## config.mk

```make
export PLATFORM = sky130hd
export DESIGN_NAME = io_intr_ctrl
export DESIGN_NICKNAME = d
export VERILOG_FILES = /design/src/rtl/io_intr_ctrl.sv
export SDC_FILE = /design/constraint.sdc
export NUM_CORES = 1
export LEC_CHECK = 0
export ABC_AREA = 1
export BUFFER_PORTS_ARGS = -buffer_cell sky130_fd_sc_hd__buf_2
export CORE_MARGIN = 10
export CORE_UTILIZATION = 45
export DETAILED_ROUTE_END_ITERATION = 8
export GPL_ROUTABILITY_DRIVEN = 0
export PLACE_DENSITY = 0.81
export SLEW_MARGIN = 20
export SYNTH_ARGS = -nofsm -noshare
export SYNTH_HDL_FRONTEND = slang
export SYNTH_SLANG_ARGS = --single-unit
export TNS_END_PERCENT = 20
```

## constraint.sdc

```tcl
create_clock -name clk -period 4.6 [get_ports clk]
set_input_delay 1.38 -clock clk [delete_from_list [all_inputs] [get_ports clk]]
set_output_delay 1.38 -clock clk [all_outputs]
set_load 0.01 [all_outputs]
```

## src/rtl/io_intr_ctrl.sv

```systemverilog
// Memory-mapped interrupt controller: channel 0 is an internal down-counting timer,
// channels 1..NUM_CH-1 are edge-triggered external lines, serviced via an intr/inta handshake.
module io_intr_ctrl #(
  parameter int          NUM_CH  = 4,
  parameter int          TIMER_W = 16,
  parameter logic [31:0] BASE    = 32'h0000_0000
) (
  input  logic              clk,
  input  logic              reset,
  input  logic              io_cs,
  input  logic              io_rd,
  input  logic              io_wr,
  input  logic [31:0]       io_address,
  input  logic [31:0]       io_d_in,
  output logic [31:0]       io_out,
  input  logic [NUM_CH-2:0] irq_src,
  output logic              intr,
  input  logic              inta
);

  localparam logic [1:0] ST_IDLE = 2'd0;
  localparam logic [1:0] ST_REQ  = 2'd1;
  localparam logic [1:0] ST_ACK  = 2'd2;

  localparam logic [2:0] OFF_PEND   = 3'd0;
  localparam logic [2:0] OFF_MASK   = 3'd1;
  localparam logic [2:0] OFF_VECTOR = 3'd2;
  localparam logic [2:0] OFF_RELOAD = 3'd3;
  localparam logic [2:0] OFF_TCTRL  = 3'd4;
  localparam logic [2:0] OFF_TCOUNT = 3'd5;

  logic [NUM_CH-1:0]  pend;
  logic [NUM_CH-1:0]  mask;
  logic               vec_valid;
  logic [3:0]         vec_id;
  logic [TIMER_W-1:0] reload;
  logic [TIMER_W-1:0] tcount;
  logic               run;
  logic               periodic;
  logic [NUM_CH-2:0]  irq_prev;
  logic               armed;
  logic [1:0]         state;
  logic [1:0]         state_next;

  logic               hit;
  logic               rd_en;
  logic               wr_en;
  logic [2:0]         off;
  logic [NUM_CH-2:0]  rise;
  logic               timer_fire;
  logic [NUM_CH-1:0]  hw_set;
  logic [NUM_CH-1:0]  w1c;
  logic [NUM_CH-1:0]  ack_clr;
  logic [NUM_CH-1:0]  masked;
  logic [3:0]         low_id;
  logic               ack_take;
  logic               unused_bits;

  assign hit   = (io_address[31:5] == BASE[31:5]);
  assign off   = io_address[4:2];
  assign rd_en = io_cs & io_rd & hit;
  assign wr_en = io_cs & io_wr & hit;

  // armed stays low for the first cycle after reset so lines held high across release are ignored
  assign rise       = irq_src & ~irq_prev & {(NUM_CH-1){armed}};
  assign timer_fire = run & (tcount == TIMER_W'(1));
  assign hw_set     = {rise, timer_fire};
  assign w1c        = (wr_en && (off == OFF_PEND)) ? io_d_in[NUM_CH-1:0] : {NUM_CH{1'b0}};
  assign masked     = pend & mask;
  assign unused_bits = ^{io_address[1:0], io_d_in};

  // Read mux: combinational, zero outside a qualified hit.
  always_comb begin
    io_out = 32'h0000_0000;
    if (rd_en) begin
      case (off)
        OFF_PEND:   io_out[NUM_CH-1:0]  = pend;
        OFF_MASK:   io_out[NUM_CH-1:0]  = mask;
        OFF_VECTOR: begin
          io_out[31]  = vec_valid;
          io_out[3:0] = vec_id;
        end
        OFF_RELOAD: io_out[TIMER_W-1:0] = reload;
        OFF_TCTRL:  io_out[1:0]         = {periodic, run};
        OFF_TCOUNT: io_out[TIMER_W-1:0] = tcount;
        default:    io_out              = 32'h0000_0000;
      endcase
    end else begin
      io_out = 32'h0000_0000;
    end
  end

  // Lowest-index enabled channel (descending scan leaves the smallest index last).
  always_comb begin
    low_id = 4'd0;
    for (int i = NUM_CH - 1; i >= 0; i--) begin
      if (masked[i]) begin
        low_id = 4'(i);
      end else begin
        low_id = low_id;
      end
    end
  end

  // Handshake next state and the acknowledge-clear mask.
  always_comb begin
    state_next = state;
    ack_take   = 1'b0;
    case (state)
      ST_IDLE: begin
        if (masked != {NUM_CH{1'b0}}) state_next = ST_REQ;
        else                          state_next = ST_IDLE;
      end
      ST_REQ: begin
        if (masked == {NUM_CH{1'b0}}) begin
          state_next = ST_IDLE;
        end else if (inta) begin
          state_next = ST_ACK;
          ack_take   = 1'b1;
        end else begin
          state_next = ST_REQ;
        end
      end
      ST_ACK: begin
        if (!inta) state_next = ST_IDLE;
        else       state_next = ST_ACK;
      end
      default: state_next = ST_IDLE;
    endcase
    for (int i = 0; i < NUM_CH; i++) begin
      ack_clr[i] = ack_take && (low_id == 4'(i));
    end
  end

  // Register state: reset dominates; hardware sets win over W1C and acknowledge clears.
  always_ff @(posedge clk) begin
    if (reset) begin
      pend      <= {NUM_CH{1'b0}};
      mask      <= {NUM_CH{1'b0}};
      vec_valid <= 1'b0;
      vec_id    <= 4'd0;
      reload    <= {TIMER_W{1'b0}};
      tcount    <= {TIMER_W{1'b0}};
      run       <= 1'b0;
      periodic  <= 1'b0;
      irq_prev  <= {(NUM_CH-1){1'b0}};
      armed     <= 1'b0;
      state     <= ST_IDLE;
      intr      <= 1'b0;
    end else begin
      state    <= state_next;
      intr     <= (state_next == ST_REQ);
      irq_prev <= irq_src;
      armed    <= 1'b1;
      pend     <= (pend & ~w1c & ~ack_clr) | hw_set;

      if (wr_en && (off == OFF_MASK)) mask <= io_d_in[NUM_CH-1:0];

      if (ack_take) begin
        vec_valid <= 1'b1;
        vec_id    <= low_id;
      end else if (rd_en && !wr_en && (off == OFF_VECTOR)) begin
        vec_valid <= 1'b0;
      end

      if (wr_en && (off == OFF_RELOAD)) begin
        reload <= io_d_in[TIMER_W-1:0];
        tcount <= io_d_in[TIMER_W-1:0];
      end else if (wr_en && (off == OFF_TCTRL) && io_d_in[0] && (tcount == {TIMER_W{1'b0}})) begin
        tcount <= reload;
      end else if (timer_fire) begin
        tcount <= periodic ? reload : {TIMER_W{1'b0}};
      end else if (run && (tcount != {TIMER_W{1'b0}})) begin
        tcount <= tcount - TIMER_W'(1);
      end

      if (wr_en && (off == OFF_TCTRL)) begin
        run      <= io_d_in[0];
        periodic <= io_d_in[1];
      end else if (timer_fire && !periodic) begin
        run <= 1'b0;
      end
    end
  end

endmodule

```

==> run_results.csv <==
group,metric,value,unit
run_status,status,"finished, final reports clean",
critical_path,crit_slowest_cell,"a21oi_1",
floorplan,fp.dieH,112,µm
timing,slew_headroom,52.8,%
timing,worst-slew-pin-transition,0.708,ns
timing,hold_violations,0,
placement,port_buffers,72,
timing,setup_violations,0,
critical_path,critPathKind,"in -> out",
hold_path,hold_end,"vec_valid",
grt,grt_util_all_layers,16.2,%
cts,cts_setup_buffers,0,
grt,grt_pass1_vias,3805,
cts,htreeDepth,2,
drt,routed_wl,10600,µm
cts,clk_latency,0.33,ns
hold_path,hold_path_depth,2,
drt,post-route-drc-count,0,
final_layout,layout_commonest_cell,"nand2_1",
critical_path,path_buf_inv,3,
synth,syn_avg_cell_area,6.18,µm²
floorplan,dieWidth,112,µm
timing,fin_skew,0.0146,ns
final_layout,final_cell_mix,"169 x nand2_1, 93 x inv_1, 72 x buf_2",
final_layout,diodes,0,
critical_path,endpoint_kind,"primary output",
timing,grt_setup_unrepaired,"false",
critical_path,rr_worst_depth,10,
synth,synth.distinct_cells,40,
timing,drv_slew,0,
critical_path,worstReg2RegEnd,"tcount[4]",
drt,drtPass1Iterations,5,
critical_path,cp-start-kind,"input port",
drt,viasPerCell,5.12,
timing,period_minus_slack,4.18,ns
synth,yosysSeqAreaShare,27.2,%
synth,synthCells,620,
synth,ys.warnings.count,0,
synth,yosysTopAreaCell,"dfxtp_1",
placement,dp_cells,783,
grt,grt_max_degree,30,
synth,netlist.area_leader.share,27.2,%
cts,cts_root_buf,"clkbuf_8",
grt,grt_pass1_wl,17600,µm
run,cap_violations,0,
drt,routedWlPerCell,13.4,µm
grt,overflow,0,
pwr,power_leakage,2.06,nW
synth,syn_area,3830,µm²
cts,cts.sinks,52,
final_layout,nNetsFinal,760,
final_layout,drive_above_1_share,21.0,%
timing,tns,0,ns
hold_path,hold_start,"vec_valid",
cts,path_clk_slew,0.12,ns
critical_path,path_cells,"buf_2 > nor2_1 > nand2_1 > nor2_1 > nand2_1 > nor2_4 > nand3_1 > buf_4 > a21oi_1 > buf_2",
pwr,p_total,0.821,mW
critical_path,path_max_fanout,17,
cts,clk_path_buf_depth,2,
final_layout,fillers,820,
critical_path,cp_slowest_stage_delay,0.26,ns
grt,antenna_found_initial,0,
placement,dp_hpwl,8030,µm
drt,drt_iter0_markers,332,
floorplan,die_area,12600,µm²
hold_path,worstHoldPathType,"reg -> reg",
cts,cts_tree,"built",
floorplan,initial_utilization,46.4,%
final_layout,syn_to_final_growth,11.8,%
pwr,cellPowerDensity,192,nW/µm²
timing,max_freq,239,MHz
critical_path,required,3.22,ns
critical_path,r2r_slack,2.50,ns
critical_path,cp.arrival,2.80,ns
floorplan,coreArea,8260,µm²
drt,ant_nets,0,
final_layout,final_cells,791,
synth,yosys-top-cells-area,"dfxtp_1 27%, nand2_1 17%, inv_1 9.1%, a21oi_1 6.9%, nor2_1 6.4%",
drt,vias,4047,
synth,ys_seq_elements,52,
timing,fin_crit_sh,90.9,%
floorplan,ioPinCount,106,
pwr,ir_drop,0.101,mV
critical_path,crit-reg2reg-launch,"tcount[0]",
final_layout,multiInputGateArea,2260,µm²
cts,hold_buffers,0,
final_layout,register_area,1040,µm²
timing,timing.hold.ws,0.473,ns
cts,cts_made_buffers,5,
floorplan,rows,33,
critical_path,crit_family,"simple AND/OR/NAND/NOR gates",
cts,cts_resized,0,
==> worst max-delay path by stage <==
| stage | start | slack, ns | end | cells after the start |
|---|---|---|---|---|
| 2_1_floorplan | io_address[28] | 0.71 | io_out[10] | 8 |
| 3_3_place_gp | io_address[28] | 0.47 | io_out[4] | 10 |
| 3_5_place_dp | io_address[28] | 0.42 | io_out[4] | 10 |
| 4_1_cts | io_address[28] | 0.42 | io_out[4] | 10 |
| 5_1_grt | io_address[28] | 0.24 | io_out[4] | 10 |
| 6_report | io_address[28] | 0.42 | io_out[4] | 10 |
==> worst min-delay path, stage by stage, from the launching register on <==
cell	delay [ns]
dfxtp_1	0.33
nand2_1	0.06
a21oi_1	0.05
==> logic make-up (layout without fill, tap and decap cells) <==
kind of cell,after synthesis,after routing,share of synthesized area [%]
DFF,52,52,27.2
buffers and inverters,127,179,15.2
and+or+nand+nor,327,327,40.0
adders and majority gates,2,2,0.653
xor gates and xnor gates,5,5,1.14
AOI/OAI and AO/OA,106,106,15.7
other,1,15,0.0979
==> layer usage <==
| metal | global-route usage (%) | routed length, µm | part of all wire [%] |
|---|---|---|---|
| met3 | 2.77 | 670 | 6.3 |
| met1 | 18.9 | 4310 | 41 |
| met4 | 6.09 | 215 | 2.0 |
| met5 | 0 | 0 | 0 |
| met2 | 28.7 | 5400 | 51 |
==> per-stage QoR <==
step / utilization (%) / area, µm² / setup WS (ns)
2_1_floorplan: - / 3880 / 0.709
3_3_place_gp: 50.7 / 4190 / 0.474
3_5_place_dp: 50.7 / 4190 / 0.423
4_1_cts: 51.9 / 4280 / 0.418
5_1_grt: 51.9 / 4280 / 0.241
6_report: 51.9 / 4280 / 0.421
==> Yosys cell counts (all sizes together) <==
master	n
clkbuf	9
a22oi	1
a31oi	2
buf	24
and3	1
o211ai	3
o21ai	29
nand2	175
o311ai	1
conb	1
a41oi	1
nor3	9
dfxtp	52
a21oi	63
or2	2
xor2	5
o21a	1
o22ai	2
o21bai	1
nand3	39
ha	2
nor2	99
a221oi	2
nand4	2
inv	94
==> area by class of cell <==
| class | count | share of cell area [%] |
|---|---|---|
| clock buffer | 5 | 1.61 |
| clock inverter | 3 | 0.672 |
| inverter | 94 | 8.24 |
| multi-input combinational | 455 | 52.8 |
| sequential | 52 | 24.3 |
| tap | 105 | 3.07 |
| timing repair buffer | 77 | 9.29 |
==> flip-flops by register name, indices dropped and copies added, names as in the netlist <==
| signal | flops |
|---|---|
| armed | 1 |
| irq_prev | 3 |
| run | 1 |
| tcount | 16 |
| mask | 4 |
| vec_id | 2 |
| vec_valid | 1 |
| intr | 1 |
| state | 2 |
| reload | 16 |
| periodic | 1 |
| pend | 4 |
==> report_power, final <==
group	leakage [nW]	internal, mW	switching [mW]
registers	0.420	0.454	0.00226
logic	1.59	0.0254	0.0406
clock network	0.0511	0.116	0.184
(Power assumes the default switching activity.)
